--- src/rtl/punc_defs.sv ---
// Shared encodings for the PUnC LC3 controller and datapath.
// Holds opcodes, controller states, every mux-select encoding and the control word.
// Both ends of the control interface import this package.
package punc_defs;

    localparam int OPC_W   = 4;
    localparam int STATE_W = 3;

    // LC3 opcodes (ir[15:12])
    localparam logic [OPC_W-1:0] OP_BR   = 4'b0000;
    localparam logic [OPC_W-1:0] OP_ADD  = 4'b0001;
    localparam logic [OPC_W-1:0] OP_LD   = 4'b0010;
    localparam logic [OPC_W-1:0] OP_ST   = 4'b0011;
    localparam logic [OPC_W-1:0] OP_JSR  = 4'b0100;
    localparam logic [OPC_W-1:0] OP_AND  = 4'b0101;
    localparam logic [OPC_W-1:0] OP_LDR  = 4'b0110;
    localparam logic [OPC_W-1:0] OP_STR  = 4'b0111;
    localparam logic [OPC_W-1:0] OP_RTI  = 4'b1000;
    localparam logic [OPC_W-1:0] OP_NOT  = 4'b1001;
    localparam logic [OPC_W-1:0] OP_LDI  = 4'b1010;
    localparam logic [OPC_W-1:0] OP_STI  = 4'b1011;
    localparam logic [OPC_W-1:0] OP_JMP  = 4'b1100;
    localparam logic [OPC_W-1:0] OP_RES  = 4'b1101;
    localparam logic [OPC_W-1:0] OP_LEA  = 4'b1110;
    localparam logic [OPC_W-1:0] OP_TRAP = 4'b1111;

    // Controller states; codes 5..7 are illegal and recover to FETCH
    localparam logic [STATE_W-1:0] ST_FETCH  = 3'd0;
    localparam logic [STATE_W-1:0] ST_DECODE = 3'd1;
    localparam logic [STATE_W-1:0] ST_EXEC   = 3'd2;
    localparam logic [STATE_W-1:0] ST_EXEC2  = 3'd3;
    localparam logic [STATE_W-1:0] ST_HALT   = 3'd4;

    // PC source
    localparam logic       PC_SEL_ADDER = 1'b0;
    localparam logic       PC_SEL_REG   = 1'b1;
    // Sign-extender field select
    localparam logic [1:0] EXT_PC6      = 2'd0;
    localparam logic [1:0] EXT_PC9      = 2'd1;
    localparam logic [1:0] EXT_PC11     = 2'd2;
    localparam logic [1:0] EXT_IMM5     = 2'd3;
    // Adder/ALU operand 1
    localparam logic [1:0] OP1_BASE     = 2'd0;
    localparam logic [1:0] OP1_RDATA0   = 2'd1;
    localparam logic [1:0] OP1_PC       = 2'd2;
    // Adder/ALU operand 2
    localparam logic       OP2_RDATA1   = 1'b0;
    localparam logic       OP2_EXT      = 1'b1;
    // ALU function
    localparam logic [1:0] ALU_SUM      = 2'd0;
    localparam logic [1:0] ALU_AND      = 2'd1;
    localparam logic [1:0] ALU_NOT      = 2'd2;
    localparam logic [1:0] ALU_PASS     = 2'd3;
    // Memory address source
    localparam logic [1:0] MADDR_PC     = 2'd0;
    localparam logic [1:0] MADDR_ADDER  = 2'd1;
    localparam logic [1:0] MADDR_MDR    = 2'd2;

    // Full control word driven onto the datapath each cycle
    typedef struct packed {
        logic       ir_ld;
        logic       pc_inc;
        logic       pc_ld;
        logic       pc_sel;
        logic [1:0] ext_sel;
        logic [1:0] op1_sel;
        logic       op2_sel;
        logic [1:0] alu_sel;
        logic       rf_w_en;
        logic       rf_w_r7;
        logic       rf_r_r7;
        logic [1:0] mem_addr_sel;
        logic       mem_w_en;
        logic       mdr_ld;
        logic       nzp_ld;
        logic       halted;
    } ctrl_t;

endpackage

--- src/rtl/punc_ctrl_decode.sv ---
// Combinational decode of (state, opcode, IR bits, NZP) into the datapath control word.
// Latency: zero cycles, pure combinational.
// Backpressure: none; the datapath consumes every strobe on the next rising edge.
module punc_ctrl_decode
    import punc_defs::*;
(
    input  logic [STATE_W-1:0] i_state,
    input  logic [OPC_W-1:0]   i_opcode,
    input  logic               i_ir_11,
    input  logic               i_ir_5,
    input  logic [2:0]         i_ir_cond,
    input  logic [2:0]         i_nzp,
    output ctrl_t              o_ctrl
);

    logic w_br_taken;
    assign w_br_taken = |(i_ir_cond & i_nzp);

    // Control word per state and opcode; anything not named stays zero.
    // rf_r_r7 is never raised: RET reads R7 through its own base field.
    always_comb begin
        o_ctrl = '0;
        case (i_state)
            ST_FETCH: begin
                o_ctrl.mem_addr_sel = MADDR_PC;
                o_ctrl.ir_ld        = 1'b1;
            end
            ST_DECODE: begin
                o_ctrl.pc_inc = (i_opcode != OP_TRAP);
            end
            ST_EXEC: begin
                case (i_opcode)
                    OP_ADD, OP_AND: begin
                        o_ctrl.op1_sel = OP1_RDATA0;
                        o_ctrl.op2_sel = i_ir_5 ? OP2_EXT : OP2_RDATA1;
                        o_ctrl.ext_sel = EXT_IMM5;
                        o_ctrl.alu_sel = (i_opcode == OP_AND) ? ALU_AND : ALU_SUM;
                        o_ctrl.rf_w_en = 1'b1;
                        o_ctrl.nzp_ld  = 1'b1;
                    end
                    OP_NOT: begin
                        o_ctrl.op1_sel = OP1_RDATA0;
                        o_ctrl.alu_sel = ALU_NOT;
                        o_ctrl.rf_w_en = 1'b1;
                        o_ctrl.nzp_ld  = 1'b1;
                    end
                    OP_BR: begin
                        o_ctrl.op1_sel = OP1_PC;
                        o_ctrl.ext_sel = EXT_PC9;
                        o_ctrl.op2_sel = OP2_EXT;
                        o_ctrl.alu_sel = ALU_SUM;
                        o_ctrl.pc_sel  = PC_SEL_ADDER;
                        o_ctrl.pc_ld   = w_br_taken;
                    end
                    OP_JMP: begin
                        o_ctrl.op1_sel = OP1_BASE;
                        o_ctrl.pc_sel  = PC_SEL_REG;
                        o_ctrl.pc_ld   = 1'b1;
                    end
                    OP_JSR: begin
                        // R7 captures the already-incremented PC on the same edge the PC reloads
                        o_ctrl.op1_sel = OP1_PC;
                        o_ctrl.ext_sel = EXT_PC11;
                        o_ctrl.op2_sel = OP2_EXT;
                        o_ctrl.alu_sel = ALU_SUM;
                        o_ctrl.pc_sel  = i_ir_11 ? PC_SEL_ADDER : PC_SEL_REG;
                        o_ctrl.pc_ld   = 1'b1;
                        o_ctrl.rf_w_en = 1'b1;
                        o_ctrl.rf_w_r7 = 1'b1;
                    end
                    OP_LD, OP_LDR: begin
                        o_ctrl.op1_sel      = (i_opcode == OP_LDR) ? OP1_BASE : OP1_PC;
                        o_ctrl.ext_sel      = (i_opcode == OP_LDR) ? EXT_PC6 : EXT_PC9;
                        o_ctrl.op2_sel      = OP2_EXT;
                        o_ctrl.mem_addr_sel = MADDR_ADDER;
                        o_ctrl.alu_sel      = ALU_PASS;
                        o_ctrl.rf_w_en      = 1'b1;
                        o_ctrl.nzp_ld       = 1'b1;
                    end
                    OP_LEA: begin
                        o_ctrl.op1_sel = OP1_PC;
                        o_ctrl.ext_sel = EXT_PC9;
                        o_ctrl.op2_sel = OP2_EXT;
                        o_ctrl.alu_sel = ALU_SUM;
                        o_ctrl.rf_w_en = 1'b1;
                    end
                    OP_ST, OP_STR: begin
                        o_ctrl.op1_sel      = (i_opcode == OP_STR) ? OP1_BASE : OP1_PC;
                        o_ctrl.ext_sel      = (i_opcode == OP_STR) ? EXT_PC6 : EXT_PC9;
                        o_ctrl.op2_sel      = OP2_EXT;
                        o_ctrl.mem_addr_sel = MADDR_ADDER;
                        o_ctrl.mem_w_en     = 1'b1;
                    end
                    OP_LDI, OP_STI: begin
                        // First leg of the indirect: fetch the pointer into MDR
                        o_ctrl.op1_sel      = OP1_PC;
                        o_ctrl.ext_sel      = EXT_PC9;
                        o_ctrl.op2_sel      = OP2_EXT;
                        o_ctrl.mem_addr_sel = MADDR_ADDER;
                        o_ctrl.mdr_ld       = 1'b1;
                    end
                    OP_RTI, OP_RES, OP_TRAP: begin
                        o_ctrl = '0;
                    end
                    default: begin
                        o_ctrl = '0;
                    end
                endcase
            end
            ST_EXEC2: begin
                o_ctrl.mem_addr_sel = MADDR_MDR;
                if (i_opcode == OP_LDI) begin
                    o_ctrl.alu_sel = ALU_PASS;
                    o_ctrl.rf_w_en = 1'b1;
                    o_ctrl.nzp_ld  = 1'b1;
                end else if (i_opcode == OP_STI) begin
                    o_ctrl.mem_w_en = 1'b1;
                end
            end
            ST_HALT: begin
                o_ctrl.halted = 1'b1;
            end
            default: begin
                o_ctrl = '0;
            end
        endcase
    end

endmodule

--- src/rtl/punc_control.sv ---
// PUnC LC3 multicycle controller: FETCH -> DECODE -> EXEC [-> EXEC2], parks in HALT on TRAP.
// Latency: 3 cycles per instruction, 4 for LDI/STI; outputs combinational from state.
// Backpressure: none; reset low forces every output to zero immediately.
module punc_control
    import punc_defs::*;
(
    input  logic             clk,
    input  logic             rst,
    input  logic [OPC_W-1:0] opcode,
    input  logic             ir_11,
    input  logic             ir_5,
    input  logic [2:0]       ir_cond,
    input  logic [2:0]       nzp,
    output logic             ir_ld,
    output logic             pc_inc,
    output logic             pc_ld,
    output logic             pc_sel,
    output logic [1:0]       ext_sel,
    output logic [1:0]       op1_sel,
    output logic             op2_sel,
    output logic [1:0]       alu_sel,
    output logic             rf_w_en,
    output logic             rf_w_r7,
    output logic             rf_r_r7,
    output logic [1:0]       mem_addr_sel,
    output logic             mem_w_en,
    output logic             mdr_ld,
    output logic             nzp_ld,
    output logic             halted
);

    logic [STATE_W-1:0] r_state;
    logic [STATE_W-1:0] w_next_state;
    ctrl_t              w_ctrl;
    ctrl_t              w_out;

    punc_ctrl_decode u_decode (
        .i_state   (r_state),
        .i_opcode  (opcode),
        .i_ir_11   (ir_11),
        .i_ir_5    (ir_5),
        .i_ir_cond (ir_cond),
        .i_nzp     (nzp),
        .o_ctrl    (w_ctrl)
    );

    // Instruction sequencing; illegal encodings fall back to FETCH
    always_comb begin
        w_next_state = ST_FETCH;
        case (r_state)
            ST_FETCH:  w_next_state = ST_DECODE;
            ST_DECODE: w_next_state = (opcode == OP_TRAP) ? ST_HALT : ST_EXEC;
            ST_EXEC:   w_next_state = ((opcode == OP_LDI) || (opcode == OP_STI)) ? ST_EXEC2 : ST_FETCH;
            ST_EXEC2:  w_next_state = ST_FETCH;
            ST_HALT:   w_next_state = ST_HALT;
            default:   w_next_state = ST_FETCH;
        endcase
    end

    // State register; reset restarts at FETCH
    always_ff @(posedge clk or negedge rst) begin
        if (!rst) begin
            r_state <= ST_FETCH;
        end else begin
            r_state <= w_next_state;
        end
    end

    // Pending writes are dropped the moment reset asserts, not at the next edge
    assign w_out = rst ? w_ctrl : '0;

    assign ir_ld        = w_out.ir_ld;
    assign pc_inc       = w_out.pc_inc;
    assign pc_ld        = w_out.pc_ld;
    assign pc_sel       = w_out.pc_sel;
    assign ext_sel      = w_out.ext_sel;
    assign op1_sel      = w_out.op1_sel;
    assign op2_sel      = w_out.op2_sel;
    assign alu_sel      = w_out.alu_sel;
    assign rf_w_en      = w_out.rf_w_en;
    assign rf_w_r7      = w_out.rf_w_r7;
    assign rf_r_r7      = w_out.rf_r_r7;
    assign mem_addr_sel = w_out.mem_addr_sel;
    assign mem_w_en     = w_out.mem_w_en;
    assign mdr_ld       = w_out.mdr_ld;
    assign nzp_ld       = w_out.nzp_ld;
    assign halted       = w_out.halted;

endmodule

--- config.mk ---
export PLATFORM = sky130hd
export DESIGN_NAME = punc_control
export DESIGN_NICKNAME = d
export VERILOG_FILES = /design/src/rtl/punc_defs.sv /design/src/rtl/punc_ctrl_decode.sv /design/src/rtl/punc_control.sv
export SDC_FILE = /design/constraint.sdc
export NUM_CORES = 1
export LEC_CHECK = 0
export CORE_UTILIZATION = 38
export DETAILED_ROUTE_END_ITERATION = 12
export PLACE_DENSITY_LB_ADDON = 0.3
export SLEW_MARGIN = 30
export SYNTH_ARGS = -nofsm -noshare
export SYNTH_HDL_FRONTEND = slang
export SYNTH_SLANG_ARGS = --single-unit
--- constraint.sdc ---
create_clock -name clk -period 3.3 [get_ports clk]
set_clock_uncertainty 0.05 [all_clocks]
set_input_delay 0.66 -clock clk [delete_from_list [all_inputs] [get_ports clk]]
set_output_delay 0.66 -clock clk [all_outputs]
set_load 0.005 [all_outputs]
==> out/metrics.cfg <==
[timing]
rsz0062_at_grt = no
final.setup.tns_ns = 0
fin_crit_ns = 3.12
maxSlewViolCount = 0
fin_ws_ns = 0.181
fmax_mhz = 321
setup_viol = 0
hold_viol_final = 0
fin_crit_sh_pct = 94.5

[placement]
dp_cells = 127
dpl.hpwl_um = 1150
io_buffer_count = 32
place_congestion = 0.752
dp_slack_ns = 0.187

[setup_path]
crit_type = in -> out
slowest_stage = clkdlybuf4s50_1
arrival_ns = 2.41
r2r_cells = 3
cpMostUsedCell = clkdlybuf4s50_1
critPathMaxFanout = 10
worstSetupStartpointType = input pin
path_cells = clkdlybuf4s50_1, nor2b_1, nand3b_2, nor4_1, clkdlybuf4s50_1
ff2ff_setup_slack_ns = 2.07
cp.buffers_inverters = 2
max_stage_delay_ns = 0.55
crit_path_start = rst
r2r_start = r_state[0]$_DFF_PN0_
worstPathRequired_ns = 2.59
crit_path_end_kind = output port
timing.rr.end = r_state[1]$_DFF_PN0_
path_delay_family = buffers and inverters

[logic_synthesis]
synth_edf_count = 0
syn_inst = 80
syn_area_per_cell_um2 = 6.83
synth.area.top_cells = dfrtp_1 14%, a21oi_1 7.3%, nor3_1 6.4%
yosysTopAreaCell = dfrtp_1
synth-async-reset-ratio_pct = 100
yosysWarnings = 0
yosys_most_used_dff = dfrtp_1
syn_area_um2 = 547
synth_cell_type_count = 36
seq_area_frac_synth_pct = 13.7
yosysMostFrequentCell = a21oi_1
ys_seq_elements = 3
syn_nets = 94
synth_top_area_share_pct = 13.7
synthTopCellsByCount = 8 x a21oi_1, 7 x nor3_1, 6 x nand2_1, 5 x nand2b_1, 5 x nor2_1

[layout]
largest_reg_flops = 3
synthToLayoutAreaGrowth_pct = 69.6
seqCellArea_um2 = 75.1
reg_top3 = r_state x3
diodes = 0
drive_gt1_share_pct = 11.2
regMostFlops = r_state
multiInputGateArea_um2 = 423
n_fill_cell = 111
final_cells = 131
nNetsFinal = 131

[floorplanning]
initial_utilization_pct = 41.5
dieArea_um2 = 1590
io_pins = 34
core_um2 = 1320
dieWidth_um = 39.9
die_h_um = 39.9
rows = 13

[power_and_ir_drop]
vdd_drop_max_mv = 0.185
power_density_nw_per_um2 = 358
p_leak_nw = 0.364

[clock_network]
cts.clk_slew.worst_paths_ns = 0.04
cts-resized-gates = 0
clk-insertion-delay-late_ns = 0.23
clockBufferDepth = 2
ctsHoldBuffers = 0
post-cts-setup-buffers = 0
cts_tree = built
cts_buffers = 3
root_buffer = clkbuf_4
clock_sinks = 3
htreeDepth = 1

[hold_path]
min_path_cells = 1
holdCritStartpoint = r_state[2]$_DFF_PN0_
holdPathEnd = r_state[1]$_DFF_PN0_
hp-class = reg -> reg

[route]
drt_first_iter_violations = 13
wl_per_cell_um = 11.3
drtPass1Iterations = 4
vias = 698
wirelength_um = 1480
antenna_left = 0
drc = 0
vias_per_cell = 5.33

[run_status]
status = finished clean

[global_routing]
grt_use_total_pct = 19.6
grt_pass1_vias = 519
overflow = 0
grt_pass1_wl_um = 2170
grt_max_degree = 16
antenna_found_initial = 0

[flow_run]
maxCapViolCount = 0

-- final cells by class --
class | count | area share, %
flip-flops and latches | 3 | 8.10
multi-input cells | 68 | 45.6
clock buffers | 4 | 2.83
inverters | 1 | 0.405
well taps | 15 | 2.02
repair buffers | 40 | 41.0
-- layer usage --
layer	part of all wire, %	global-route usage (%)
met5	0	0
met4	0	2.59
met3	4.3	3.33
met2	51	34.7
met1	44	25.2
-- kinds of logic (layout without fill, tap and decap cells) --
logic type	count (synthesis)	count (layout)	share of synthesized area [%]
compound gates	24	24	29.1
xor+xnor	1	1	1.60
other cells	1	1	0.686
flops	3	3	13.7
buf+inv	9	45	8.92
simple gates	42	42	46.0
-- report_power, final --
group / internal [mW] / total, mW / switching (mW)
logic: 0.109 / 0.179 / 0.0696
registers: 0.0499 / 0.0864 / 0.0365
clock network: 0.0454 / 0.0662 / 0.0207
-- worst max-delay path by stage --
stage,cells past startpoint,end,slack (ns)
finish,5,ext_sel[1],0.18
global route,5,ext_sel[1],0.001
CTS,5,ext_sel[1],0.16
detailed placement,5,ext_sel[1],0.19
global placement,5,op1_sel[1],0.19
floorplan,4,rf_w_en,1.13
-- worst register-to-register path, delay by kind of cell (launching register included) --
| family | cells | cell delay [ns] |
|---|---|---|
| and+or+nand+nor | 1 | 0.16 |
| DFF | 1 | 0.57 |
| AOI/OAI and AO/OA | 2 | 0.37 |
-- through the flow --
stage | total power [mW] | cell area [um2] | hold slack [ns] | utilization, %
2_1_floorplan | 0.183 | 547 | 0.314 | -
3_3_place_gp | 0.262 | 901 | 0.478 | 68.4
3_5_place_dp | 0.264 | 901 | 0.470 | 68.4
4_1_cts | 0.333 | 927 | 0.477 | 70.4
5_1_grt | 0.355 | 927 | 0.494 | 70.4
6_report | 0.332 | 927 | 0.483 | 70.4
-- cell usage in the layout, fill, tap and decap left out, types with 2 or more instances in the layout --
cell              n
nor2_1            5
nand2_1           6
dfrtp_1           3
and3b_1           2
nor3_1            7
clkbuf_4          3
clkdlybuf4s50_1  32
nand2b_1          5
a211oi_1          3
o21bai_1          2
nor2b_1           4
a21oi_1           8
buf_4             8
o21ai_0           2
nand3b_1          2
a21o_1            4
Note: power is estimated with default switching activity, not from simulation.
